File: config.mk
export PLATFORM = sky130hd
export DESIGN_NAME = load_store_unit
export DESIGN_NICKNAME = d
export VERILOG_FILES = /design/src/rtl/lsu_pkg.sv /design/src/rtl/lsu_lane_align.sv /design/src/rtl/load_store_unit.sv
export SDC_FILE = /design/constraint.sdc
export NUM_CORES = 1
export LEC_CHECK = 0
export CAP_MARGIN = 20
export CORE_MARGIN = 10
export CORE_UTILIZATION = 43
export CTS_BUF_LIST = sky130_fd_sc_hd__clkbuf_16
export CTS_CLUSTER_DIAMETER = 80
export DETAILED_ROUTE_END_ITERATION = 10
export GPL_ROUTABILITY_DRIVEN = 0
export PLACE_DENSITY = 0.83
export SYNTH_ARGS = -nofsm -noshare
export SYNTH_HDL_FRONTEND = slang
export SYNTH_SLANG_ARGS = --single-unit
File: constraint.sdc
create_clock -name Clock -period 2.6 [get_ports Clock]
set_clock_uncertainty 0.1 [all_clocks]
set_input_delay 0.78 -clock Clock [delete_from_list [all_inputs] [get_ports Clock]]
set_output_delay 0.78 -clock Clock [all_outputs]
set_load 0.01 [all_outputs]
File: src/rtl/lsu_pkg.sv
// -----------------------------------------------------------------------------
// lsu_pkg
//   Shared definitions for the load/store unit:
//     - ReqSize encodings (byte / half / word / illegal)
//     - FSM state enumeration
//     - is_misaligned(): alignment test for a size and the low address bits
// -----------------------------------------------------------------------------
package lsu_pkg;

    localparam logic [1:0] SIZE_BYTE    = 2'd0;
    localparam logic [1:0] SIZE_HALF    = 2'd1;
    localparam logic [1:0] SIZE_WORD    = 2'd2;
    localparam logic [1:0] SIZE_ILLEGAL = 2'd3;

    typedef enum logic [1:0] {
        IDLE,
        ACCESS,
        WRITE,
        RESP
    } lsu_state_e;

    // Byte accesses are never misaligned; size 3 is handled as illegal elsewhere.
    function automatic logic is_misaligned(input logic [1:0] size, input logic [1:0] offset);
        return ((size == SIZE_HALF) && offset[0]) ||
               ((size == SIZE_WORD) && (offset != 2'b00));
    endfunction

endpackage

File: src/rtl/lsu_lane_align.sv
// -----------------------------------------------------------------------------
// lsu_lane_align
//   Purely combinational little-endian lane steering.
//   Inputs:
//     word        - memory word as read
//     offset      - byte offset within the word (already aligned for the size)
//     size        - access size encoding
//     sign_extend - sign-extend sub-word loads (ignored for word)
//     store_data  - right-justified store data
//   Outputs:
//     load_value  - extracted and extended load result
//     merged_word - word with only the addressed lane(s) replaced by store_data
// -----------------------------------------------------------------------------
module lsu_lane_align
    import lsu_pkg::*;
(
    input  logic [31:0] word,
    input  logic [1:0]  offset,
    input  logic [1:0]  size,
    input  logic        sign_extend,
    input  logic [31:0] store_data,
    output logic [31:0] load_value,
    output logic [31:0] merged_word
);

    logic [7:0]  byte_value;
    logic [15:0] half_value;

    assign byte_value = word[{offset, 3'b000} +: 8];
    assign half_value = offset[1] ? word[31:16] : word[15:0];

    always_comb begin
        // NOTE: every output gets a default before the case so no path leaves
        // it unassigned; otherwise synthesis would infer a latch.
        load_value  = word;
        merged_word = store_data;
        case (size)
            SIZE_BYTE: begin
                load_value  = {{24{sign_extend & byte_value[7]}}, byte_value};
                merged_word = word;
                merged_word[{offset, 3'b000} +: 8] = store_data[7:0];
            end
            SIZE_HALF: begin
                load_value  = {{16{sign_extend & half_value[15]}}, half_value};
                merged_word = word;
                if (offset[1]) merged_word[31:16] = store_data[15:0];
                else           merged_word[15:0]  = store_data[15:0];
            end
            default: ;
        endcase
    end

endmodule

File: src/rtl/load_store_unit.sv
// -----------------------------------------------------------------------------
// load_store_unit
//   CPU-side initiator for a word-organised data memory (combinational read,
//   write on the rising edge). Handles one byte/half/word load or store at a
//   time, doing read-modify-write for sub-word stores and extract/extend for
//   sub-word loads. Each accepted request ends in a one-cycle response.
//
//   Ports:
//     Clock, Reset                 - clock, synchronous active-high reset
//     ReqValid/ReqReady            - request handshake (ready only in IDLE)
//     ReqWrite, ReqSize, ReqSigned - store flag, size encoding, sign-extend
//     ReqAddress, ReqData          - byte address, right-justified store data
//     RespValid, RespError         - one-cycle response pulse, error flag
//     RespData                     - load result, held until next response
//     MemAddress                   - word-aligned memory address
//     MemWriteData, MemWriteEnable - write word and strobe
//     MemReadData                  - combinational read of word at MemAddress
// -----------------------------------------------------------------------------
module load_store_unit
    import lsu_pkg::*;
#(
    parameter int ADDR_WIDTH        = 32,
    parameter bit ERROR_ON_MISALIGN = 1'b1
) (
    input  logic                  Clock,
    input  logic                  Reset,
    input  logic                  ReqValid,
    output logic                  ReqReady,
    input  logic                  ReqWrite,
    input  logic [1:0]            ReqSize,
    input  logic                  ReqSigned,
    input  logic [ADDR_WIDTH-1:0] ReqAddress,
    input  logic [31:0]           ReqData,
    output logic                  RespValid,
    output logic                  RespError,
    output logic [31:0]           RespData,
    output logic [ADDR_WIDTH-1:0] MemAddress,
    output logic [31:0]           MemWriteData,
    output logic                  MemWriteEnable,
    input  logic [31:0]           MemReadData
);

    lsu_state_e            state;
    logic                  ready_q;
    logic                  write_enable_q;
    logic                  resp_valid_q;
    logic                  resp_error_q;
    logic [31:0]           resp_data_q;
    logic [ADDR_WIDTH-1:0] mem_address_q;
    logic [31:0]           mem_write_data_q;

    // Captured request
    logic                  write_q;
    logic                  sign_q;
    logic [1:0]            size_q;
    logic [1:0]            offset_q;
    logic [31:0]           data_q;

    logic                  accept;
    logic                  req_error;
    logic [1:0]            req_offset;
    logic [31:0]           load_value;
    logic [31:0]           merged_word;

    assign accept = ReqValid && ready_q;

    // With alignment errors disabled, the low bits below the access size are
    // simply dropped so the access proceeds on the aligned-down address.
    always_comb begin
        req_offset = ReqAddress[1:0];
        case (ReqSize)
            SIZE_HALF: req_offset = {ReqAddress[1], 1'b0};
            SIZE_WORD: req_offset = 2'b00;
            default: ;
        endcase
    end

    assign req_error = (ReqSize == SIZE_ILLEGAL) ||
                       (ERROR_ON_MISALIGN && is_misaligned(ReqSize, ReqAddress[1:0]));

    // NOTE: the captured request is only read after an accept has loaded it,
    // so these data registers carry no reset.
    always_ff @(posedge Clock) begin
        if (accept) begin
            write_q  <= ReqWrite;
            sign_q   <= ReqSigned;
            size_q   <= ReqSize;
            offset_q <= req_offset;
            data_q   <= ReqData;
        end
    end

    lsu_lane_align u_lane_align (
        .word        (MemReadData),
        .offset      (offset_q),
        .size        (size_q),
        .sign_extend (sign_q),
        .store_data  (data_q),
        .load_value  (load_value),
        .merged_word (merged_word)
    );

    // NOTE: sequential state uses non-blocking assignments so every register
    // samples pre-edge values regardless of statement order.
    always_ff @(posedge Clock) begin
        if (Reset) begin
            state            <= IDLE;
            ready_q          <= 1'b0;
            write_enable_q   <= 1'b0;
            resp_valid_q     <= 1'b0;
            resp_error_q     <= 1'b0;
            resp_data_q      <= '0;
            mem_address_q    <= '0;
            mem_write_data_q <= '0;
        end else begin
            resp_valid_q   <= 1'b0;
            resp_error_q   <= 1'b0;
            write_enable_q <= 1'b0;
            ready_q        <= 1'b0;
            case (state)
                IDLE: begin
                    ready_q <= 1'b1;
                    if (accept) begin
                        ready_q       <= 1'b0;
                        mem_address_q <= {ReqAddress[ADDR_WIDTH-1:2], 2'b00};
                        if (req_error) begin
                            state        <= RESP;
                            resp_valid_q <= 1'b1;
                            resp_error_q <= 1'b1;
                            resp_data_q  <= '0;
                        end else if (ReqWrite && (ReqSize == SIZE_WORD)) begin
                            // Full-word store needs no read; go straight to WRITE.
                            state            <= WRITE;
                            write_enable_q   <= 1'b1;
                            mem_write_data_q <= ReqData;
                        end else begin
                            state <= ACCESS;
                        end
                    end
                end
                ACCESS: begin
                    // The only cycle in which MemReadData is consumed.
                    if (write_q) begin
                        state            <= WRITE;
                        write_enable_q   <= 1'b1;
                        mem_write_data_q <= merged_word;
                    end else begin
                        state        <= RESP;
                        resp_valid_q <= 1'b1;
                        resp_data_q  <= load_value;
                    end
                end
                WRITE: begin
                    state        <= RESP;
                    resp_valid_q <= 1'b1;
                end
                RESP: begin
                    state   <= IDLE;
                    ready_q <= 1'b1;
                end
                default: state <= IDLE;
            endcase
        end
    end

    assign ReqReady       = ready_q;
    assign RespValid      = resp_valid_q;
    assign RespError      = resp_error_q;
    assign RespData       = resp_data_q;
    assign MemAddress     = mem_address_q;
    assign MemWriteData   = mem_write_data_q;
    // Gated by Reset so a reset landing in WRITE never reaches the memory.
    assign MemWriteEnable = write_enable_q && !Reset;

endmodule

# After elaboration in Yosys (flattened, before gate mapping)

Cells that the tools add are included.

Register bits: 138
Output and inout port bits: 100

Bitwise operators: 3
Shift-type cells: 3
Multiplexer cells: 32
Reductions and logical operators: 16
Add/subtract/negate cells: 1
Eq/ne operators: 13

Operators by type and width:

| operator                                                                | count |
|---|---|
| 32-bit case mux with 2 select lines                                     | 4 |
| 32-bit 2-to-1 mux                                                       | 7 |
| 16-bit 2-to-1 mux                                                       | 3 |
| 32-bit bitwise mux                                                      | 1 |
| 8-bit by 7-bit variable shift with 32-bit output (first input constant) | 1 |
| 32-bit by 6-bit indexed part select with 8-bit output                   | 1 |
| 8-bit by 7-bit indexed part select with 32-bit output                   | 1 |
| 2-bit inequality test (second input constant)                           | 6 |
| 1-bit 2-to-1 mux                                                        | 9 |
| 2-bit equality test (second input constant)                             | 4 |
| 2-bit case mux with 4 select lines                                      | 1 |
| 5-bit negator with 7-bit output                                         | 1 |
| 2-bit by 1-bit equality test with 1-bit output (second input constant)  | 3 |
| 2-bit 2-to-1 mux                                                        | 3 |
| 1-bit logical AND                                                       | 5 |
| 5-bit AND reduction                                                     | 1 |
| 2-bit zero test                                                         | 2 |
| 1-bit case mux with 2 select lines                                      | 2 |
| 2-bit case mux with 2 select lines                                      | 1 |
| 4-bit AND reduction                                                     | 1 |
| 2-bit nonzero test                                                      | 2 |
| 1-bit case mux with 3 select lines                                      | 1 |
| 1-bit bitwise AND                                                       | 2 |
| 1-bit logical OR                                                        | 2 |
| other kinds (4)                                                         | 4 |

# Logic depth before layout (Yosys ltp)

Gate-level depths: netlist of the first run.

Depth after elaboration: 7
Depth in mapped cells: 9
Gate-level depth less buffers: 6

# By module

A second synthesis of the first run with hierarchy kept.

Cells, all modules: 692
Area, all modules: 6777.8 um^2

By module, submodules not included:

| module          | area each (um^2) | cells an instance | times used |
|---|---|---|---|
| load_store_unit | 5227.5           | 448               | 1 |
| lsu_lane_align  | 1550.2           | 244               | 1 |

# Worst setup path before layout of the first run

OpenSTA, ideal clock, no wires.

Path type: reg-to-reg
Start: reg offset_q[0]
End: reg mem_write_data_q[24], in the netlist MemWriteData[24]
Setup time: 0.061 ns
Slack: 0.069 ns
Cell stages (with the launch flop): 9
Path buffers: 2
Arrival time: 2.370 ns
Data required time: 2.439 ns
Clock period less this slack: 2.531 ns
Cells stage by stage: edfxtp_1 clkbuf_2 buf_2 inv_1 ha_1 and4bb_1 or4b_2 nand4_1 a32o_1

Word-level cells in the longest chain between the ends: 6
Elaborated cells between the ends (all ways): 7

RTL lines:

| element                                                                                                                   | line                   | text |
|---|---|---|
| start: declaration                                                                                                        | load_store_unit.sv:56  | `logic [1:0] offset_q;` |
| start signal: assignment                                                                                                  | load_store_unit.sv:88  | `offset_q <= req_offset;` |
| 5-bit negator with 7-bit output *                                                                                         | lsu_lane_align.sv:41   | `merged_word[{offset, 3'b000} +: 8] = store_data[7:0];` |
| 8-bit by 7-bit indexed part select with 32-bit output or 8-bit by 7-bit variable shift with 32-bit output (tied branches) | lsu_lane_align.sv:41   |  |
| 32-bit bitwise mux *                                                                                                      | lsu_lane_align.sv:41   |  |
| 32-bit case mux with 2 select lines *                                                                                     | lsu_lane_align.sv:37   | `case (size)` |
| 32-bit 2-to-1 mux *                                                                                                       | load_store_unit.sv:143 | `if (write_q) begin` |
| 32-bit case mux with 2 select lines *                                                                                     | load_store_unit.sv:120 | `case (state)` |
| end signal: assignment                                                                                                    | load_store_unit.sv:135 | `mem_write_data_q <= ReqData;` |
| end signal: assignment                                                                                                    | load_store_unit.sv:146 | `mem_write_data_q <= merged_word;` |
| end: declaration                                                                                                          | load_store_unit.sv:50  | `logic [31:0] mem_write_data_q;` |

Mark *: on every way between the ends. The rest lies on a longest branch, timed or not. The select of a mux whose other input is x is not followed.
A chain may end at the register's enable or synchronous reset.

# Worst setup path after layout of the first run

Start: in ReqSize[0]
End: reg mem_write_data_q[10], in the netlist MemWriteData[10]

Word-level cells in the longest chain between the ends: 6
Elaborated cells between the ends (all ways): 11

RTL lines:

| element                                                                               | line                                                 | text |
|---|---|---|
| start: declaration                                                                    | load_store_unit.sv:30                                | `input logic [1:0] ReqSize,` |
| 2-bit by 1-bit equality test with 1-bit output or 2-bit equality test (tied branches) | lsu_pkg.sv:24, lsu_pkg.sv:25, load_store_unit.sv:131 |  |
| 1-bit logical AND (on tied branches)                                                  | lsu_pkg.sv:24, lsu_pkg.sv:25                         |  |
| 1-bit logical OR                                                                      | lsu_pkg.sv:24                                        | `return ((size == SIZE_HALF) && offset[0]) \|\|` |
| 1-bit logical OR                                                                      | load_store_unit.sv:78                                | `assign req_error = (ReqSize == SIZE_ILLEGAL) \|\|` |
| 2-bit inequality test (no line)                                                       | n/a                                                  |  |
| 5-bit AND reduction (no line) *                                                       | n/a                                                  |  |

Mark *: on every way between the ends. The rest lies on a longest branch, timed or not.

==> out/summary.md, run 1 <==
• predominant post-synthesis flop cell: sky130_fd_sc_hd__dfxtp_1
• portion of netlist area occupied by mux cells: 4.00%
• endpoint of the worst-slack reg-to-reg timing path: MemWriteData[7]
• Worst setup EP type: register
• Max-Slew Margin vs Limit: 33.4%
• effective utilization at floorplan: 43.4%
• wire length of the first global-routing pass: 36700 um
• total number of H-tree levels: 4
• antenna cell count: 0
• share of the synthesized area in compound gates (AO/OA/AOI/OAI): 25.5%
• total of buffers placed on input and output ports: 200
• number of flops mapped to enable cells by yosys: 38
• total vias in the final route: 6654
• proportion of register bits with asynchronous set or reset after synthesis: 0%
• Inserted Clock Buffers: 17
• endpoints failing hold: 0
• number of design-rule violations left by the first detailed-router iteration: 821
• average cell area after synthesis: 9.55 sq um
• mean number of vias per cell: 5.74
• sequential cell area: 0.00314 sq mm
• Residual DRC: 0
• Filler Cell Count: 1273
• main combinational cell family by area after synthesis: compound AO/OA/AOI/OAI gates
• XOR/XNOR Fraction of Synth Area: 0%
• pwr dens: 793 mW/mm^2
• YS warnings: 0
• I/O pin cnt: 203
• Final Routed Wirelength: 23600 um
• multi-input combinational cell area: 0.00334 sq mm
• total of max-cap violations: 0
• count of hold-fix buffers inserted at cts: 0
• synthesis-stage register bit count: 138
• Worst EP required: 2.81 ns
• CP Class: input port to register
• die outline width: 146 um
• area share of and/or/nand/nor cells after synthesis: 16.9%
• post-synth design cell area: 0.00685 sq mm
• slew at the pin closest to its max-slew limit: 0.996 ns
• number of pins exceeding their max-slew limit in the final report: 0
• run status: finished, final reports clean
• Net count, final: 1046
• standard-cell rows: 46
• final worst-path setup slack: 0.0651 ns
• dpl hpwl: 17200 um
• fin crit period: 2.53 ns
• type of the tightest min-delay check: register to register
• share of the cycle needed by the critical path after routing: 97.5%
• residual overflow from global routing: 0
• floorplan die area: 0.0214 sq mm
• layout overhead on the synthesized area: 44.7%
• hold-critical path depth: 2
• via count of the first global-routing pass: 6564
• CTS clk-pin slew, worst paths: 0.06 ns
• clock root buffer: sky130_fd_sc_hd__clkbuf_16
• register-to-register setup slack: 0.20 ns
• fraction of the core area covered by cells at the end of the flow: 62.8%
• depth of the most critical reg-to-reg path: 6
• Routed WL per cell: 20.3 um
• remaining antenna violation count after routing: 0
• Post-Synthesis Cells: 717
• Max Clk Rate: 394 MHz
• total global-route track usage: 21.5%
• most common cell after layout, fill and taps aside: sky130_fd_sc_hd__clkdlybuf4s50_1
• most frequent cells in the layout: sky130_fd_sc_hd__clkdlybuf4s50_1, sky130_fd_sc_hd__dfxtp_1, sky130_fd_sc_hd__nand2_1, sky130_fd_sc_hd__a21oi_1, sky130_fd_sc_hd__buf_4
• Core Area: 0.0158 sq mm
• antenna violations before repair: 1
• worst hold path startpoint: MemAddress[14]
• sequential area share after synthesis: 45.9%
• maximum number of pins on one net before global-route repair: 47
• standby leakage power: 3.56 nW
• launch point of the worst reg-to-reg path: offset_q[0]
• post-placement worst setup slack: -0.377 ns
• TritonCTS clock tree: done
• insertion delay of the later-clocked pin in the worst-skew pair: 0.42 ns
• Clock Sink Count: 138
• crit-path max FO: 32
• fraction of layout cells with a size suffix above 1: 14.7%
• worst hold path endpoint: MemAddress[14]
• arrival time of data at the critical path endpoint: 2.74 ns
• deepest clock path buffer count: 2
• kind of start point of the critical path: input port
• count of cell types in the netlist: 56
• Die Ht: 146 um
• First-pass DRT Iterations: 6
• Max rail drop VDD: 0.548 mV
• unrepaired setup endpoints after global routing: false
• post-synthesis share of cell area spent on full adders, half adders and majority gates: 2.19%
• Final setup viols: 0
==> flip-flops by register name (all words and copies together), names as in the netlist <==
name            flops
sign_q              1
state               2
RespError           1
ReqReady            1
write_enable_q      1
data_q             32
RespData           32
write_q             1
MemWriteData       32
size_q              2
RespValid           1
offset_q            2
MemAddress         30
==> layout make-up <==
cell class | count | area share, %
timing repair buffer | 256 | 25.6
sequential | 138 | 31.7
clock inverter | 15 | 1.25
multi-input combinational | 500 | 33.7
clock buffer | 17 | 4.29
inverter | 18 | 0.682
tap | 216 | 2.73
==> per-layer routing <==
layer | wire length [um] | global-route usage (%)
met4 | 885 | 10.5
met2 | 10700 | 33.0
met3 | 2860 | 8.90
met5 | 13 | 0
met1 | 9110 | 25.4
==> critical path: stages <==
cell	delay, ns
sky130_fd_sc_hd__clkdlybuf4s50_1	0.46
sky130_fd_sc_hd__inv_1	0.08
sky130_fd_sc_hd__ha_1	0.16
sky130_fd_sc_hd__nand2_1	0.07
sky130_fd_sc_hd__o41a_1	0.43
sky130_fd_sc_hd__o31a_1	0.35
sky130_fd_sc_hd__buf_12	0.17
sky130_fd_sc_hd__a32o_1	0.22
==> what timing repair did <==
action                     4_1_cts  5_1_grt
setup endpoints to repair        1        4
resized for setup                1        1
hold endpoints to repair         0        0
setup buffers                    0        0
==> worst max path at each step <==
| stage | from | end |
|---|---|---|
| 2_1_floorplan | offset_q[0] | MemWriteData[24] |
| 3_3_place_gp | ReqSize[0] | MemWriteData[11] |
| 3_5_place_dp | ReqSize[1] | MemWriteData[8] |
| 4_1_cts | ReqSize[1] | MemWriteData[8] |
| 5_1_grt | ReqSize[0] | MemWriteData[8] |
| 6_report | ReqSize[0] | MemWriteData[10] |
==> logic make-up (layout without fill, tap and decap cells) <==
logic type | count (synthesis) | in the layout
flip-flops | 138 | 138
multiplexers | 17 | 17
adder cells (fa/ha/maj) | 12 | 12
AND/OR/NAND/NOR | 225 | 225
buffers and inverters | 80 | 306
other | 1 | 2
AO/OA/AOI/OAI | 244 | 244
==> metrics by stage <==
stage	setup TNS (ns)	instance area, sq um	instances	power, mW	hold slack [ns]
after floorplan	0	6850	718	4.32	0.381
after global placement	-16.28	9360	1128	5.55	0.340
after detailed placement	-17.70	9360	1128	5.60	0.346
after CTS	0	9910	1160	7.89	0.354
after global routing	0	9910	1160	8.24	0.367
final	0	9910	1160	7.86	0.352
==> power breakdown <==
group	internal [mW]	switching (mW)	leakage (nW)
sequential	2.60	0.239	1.16
combinational	1.36	1.38	2.13
clock	1.31	0.972	0.276
total	5.27	2.59	3.56
==> cell usage after synthesis, types with 7 or more instances <==
cell type	number	share of area (%)
sky130_fd_sc_hd__a21oi_1	79	5.8
sky130_fd_sc_hd__dfxtp_1	100	29
sky130_fd_sc_hd__ha_1	12	2.2
sky130_fd_sc_hd__nor2_1	23	1.3
sky130_fd_sc_hd__a22o_1	7	0.90
sky130_fd_sc_hd__o2bb2ai_1	17	2.2
sky130_fd_sc_hd__clkbuf_1	35	1.9
sky130_fd_sc_hd__or2_2	31	2.8
sky130_fd_sc_hd__inv_1	18	0.99
sky130_fd_sc_hd__nand2b_1	18	1.6
sky130_fd_sc_hd__o21ai_0	25	1.8
sky130_fd_sc_hd__nor2b_1	32	2.9
sky130_fd_sc_hd__o211ai_1	7	0.77
sky130_fd_sc_hd__nand2_1	91	5.0
sky130_fd_sc_hd__mux4_2	8	2.6
sky130_fd_sc_hd__buf_2	15	1.1
sky130_fd_sc_hd__edfxtp_1	38	17
sky130_fd_sc_hd__a32o_1	40	5.8
sky130_fd_sc_hd__o22ai_1	8	0.73
sky130_fd_sc_hd__o2111ai_1	24	3.1
sky130_fd_sc_hd__a211oi_1	10	1.1
sky130_fd_sc_hd__nand3_1	10	0.73
sky130_fd_sc_hd__a21o_1	8	0.88
(Power assumes the default switching activity.)
==> inputs of run 2 (changes only) <==
HOLD_SLACK_MARGIN = 0.12   (was default)
PLACE_DENSITY = 0.77   (was 0.83)
==> out/summary.md, run 2 (synthesis gave the netlist of run 1 again) <==
• count of hold-fix buffers inserted at cts: 0, unchanged
• via count of the first global-routing pass: 6552, -0.18%
• kind of start point of the critical path: input port
• antenna violations before repair: 0, -1
• final worst-path setup slack: 0.0695 ns, +0.00439 ns
• buffering stage count on the worst path with inverters included: 2, -1
• total of buffers placed on input and output ports: 200, unchanged
• maximum number of pins on one net before global-route repair: 41, -13%
• layout overhead on the synthesized area: 44.7%, about the same
• Final Routed Wirelength: 23500 um, -0.16%
• most frequent cells in the layout: sky130_fd_sc_hd__clkdlybuf4s50_1, sky130_fd_sc_hd__dfxtp_1, sky130_fd_sc_hd__nand2_1, sky130_fd_sc_hd__a21oi_1, sky130_fd_sc_hd__buf_4
• Final setup viols: 0, unchanged
• worst path cell trace: clkdlybuf4s50_1 -> nor2b_1 -> dlygate4sd2_1
• pwr dens: 795 mW/mm^2, +0.20%
• effective utilization at floorplan: 43.4%, unchanged
• Core Area: 0.0158 sq mm, unchanged
• Die Ht: 146 um, unchanged
• total global-route track usage: 21.3%, -0.15 points
• Worst EP required: 1.72 ns, -1.09 ns
• total number of H-tree levels: 4, unchanged
• setup fix buffers added after clock tree synthesis: 0, unchanged
• Worst path slowest cell: sky130_fd_sc_hd__clkdlybuf4s50_1
• fraction of layout cells with a size suffix above 1: 14.7%, +0.016 points
• mean number of vias per cell: 5.68, -0.98%
• CTS clk-pin slew, worst paths: 0.06 ns, about the same
• Net count, final: 1045, -0.096%
• slew at the pin closest to its max-slew limit: 1.08 ns, +0.0808 ns
• total vias in the final route: 6583, -1.1%
• First-pass DRT Iterations: 6, unchanged
• Max-Slew Margin vs Limit: 28.0%, -5.4 points
• Routed WL per cell: 20.3 um, about the same
• clock root buffer: sky130_fd_sc_hd__clkbuf_16
• fin crit period: 2.53 ns, -0.00439 ns
• deepest clock path buffer count: 2, unchanged
• sequential cell area: 0.00314 sq mm, unchanged
• type of the tightest min-delay check: register to register
• multi-input combinational cell area: 0.00335 sq mm, +0.37%
• post-placement worst setup slack: -0.447 ns, -0.0705 ns
• dpl hpwl: 17200 um, about the same
• TritonCTS clock tree: done
• wire length of the first global-routing pass: 36600 um, -0.34%
• Filler Cell Count: 1326, +4.2%
• highest cell delay on the worst timing path: 0.44 ns, -0.02 ns
• die outline width: 146 um, unchanged
• Final Total Pwr: 7.87 mW, +0.14%
• Clock Sink Count: 138, unchanged
• Max rail drop VDD: 0.534 mV, -2.6%
• standby leakage power: 3.56 nW, about the same
• run status: finished, final reports clean
• Residual DRC: 0, unchanged
• most common cell after layout, fill and taps aside: sky130_fd_sc_hd__clkdlybuf4s50_1
• crit-path max FO: 2, -94%
• fraction of the core area covered by cells at the end of the flow: 62.8%, about the same
• antenna cell count: 0, unchanged
• insertion delay of the later-clocked pin in the worst-skew pair: 0.42 ns, about the same
• CP Class: input port to primary output
• unrepaired setup endpoints after global routing: false
• endpoints failing hold: 0, unchanged
• Worst setup EP type: primary output
• floorplan die area: 0.0214 sq mm, unchanged
• number of design-rule violations left by the first detailed-router iteration: 654, -20%
• arrival time of data at the critical path endpoint: 1.65 ns, -1.09 ns
• Max Clk Rate: 395 MHz, +0.17%
• residual overflow from global routing: 0, unchanged
• remaining antenna violation count after routing: 0, unchanged
• Inserted Clock Buffers: 17, unchanged
• standard-cell rows: 46, unchanged
• WHS: 0.354 ns, +0.00136 ns
• register-to-register setup slack: 0.33 ns, +0.13 ns
• I/O pin cnt: 203, unchanged
• total of max-cap violations: 0, unchanged
• critical path's top delay family: buffers and inverters
• number of pins exceeding their max-slew limit in the final report: 0, unchanged
• share of the cycle needed by the critical path after routing: 97.3%, -0.17 points
==> run 2: cell count changes in the layout (fill, tap and decap cells not counted), sizes merged <==
cell / delta
buf: -1
bufinv: -1
clkbuf: +2
clkinv: +3
clkinvlp: -2
inv: -2
==> run 2: worst paths after layout <==
check,from,endpoint,cells after the start
hold / removal,MemAddress[25],MemAddress[25],2
setup reg to reg,offset_q[1],MemWriteData[24],6
setup / recovery,Reset,MemWriteEnable,3
hold reg to reg,MemAddress[25],MemAddress[25],2
==> run 2: through the flow <==
step | setup TNS, ns | cells | instance area (sq um)
floorplan | 0 | 718 | 6850
global placement | -15.16 | 1127 | 9330
detailed placement | -19.39 | 1127 | 9330
CTS | 0 | 1159 | 9890
global route | 0 | 1159 | 9900
finish | 0 | 1159 | 9900
==> run 2: layout make-up <==
cell class                 instances  area share, %
multi-input combinational        500           33.9
sequential                       138           31.7
inverter                          18          0.682
timing repair buffer             255           25.3
tap                              216           2.73
clock inverter                    13          0.885
clock buffer                      19           4.80
==> run 2: worst min-delay path, cell delays in order, from the launching register on <==
cell and delay, ns:
sky130_fd_sc_hd__dfxtp_1 0.31, sky130_fd_sc_hd__nand2_1 0.05, sky130_fd_sc_hd__a21oi_1 0.05
==> run 2: layer usage <==
layer  part of all wire, %  vias up  wire, um  GRT usage, %
met3                    12       59      2750          9.95
met5                     0        -         0             0
met4                   2.9        0       682          6.86
met2                    45      361     10700          33.8
li1                      -     3088         -             -
met1                    40     3075      9420          25.0
==> run 2: where the power goes <==
part	internal [mW]	switching, mW	leakage (nW)
logic	1.35	1.40	2.12
registers	2.60	0.233	1.16
clock network	1.33	0.963	0.286
==> run 2: what timing repair did <==
item / in CTS / in global routing
endpoints found under the setup margin: 1 / 32
pin swaps: 0 / 1
resized for setup: 1 / 3
==> inputs of run 3 (changes only) <==
TNS_END_PERCENT = 1   (was default)
==> results of run 3 <==
No change in the layout: final DEF, timing and power equal those of run 2.
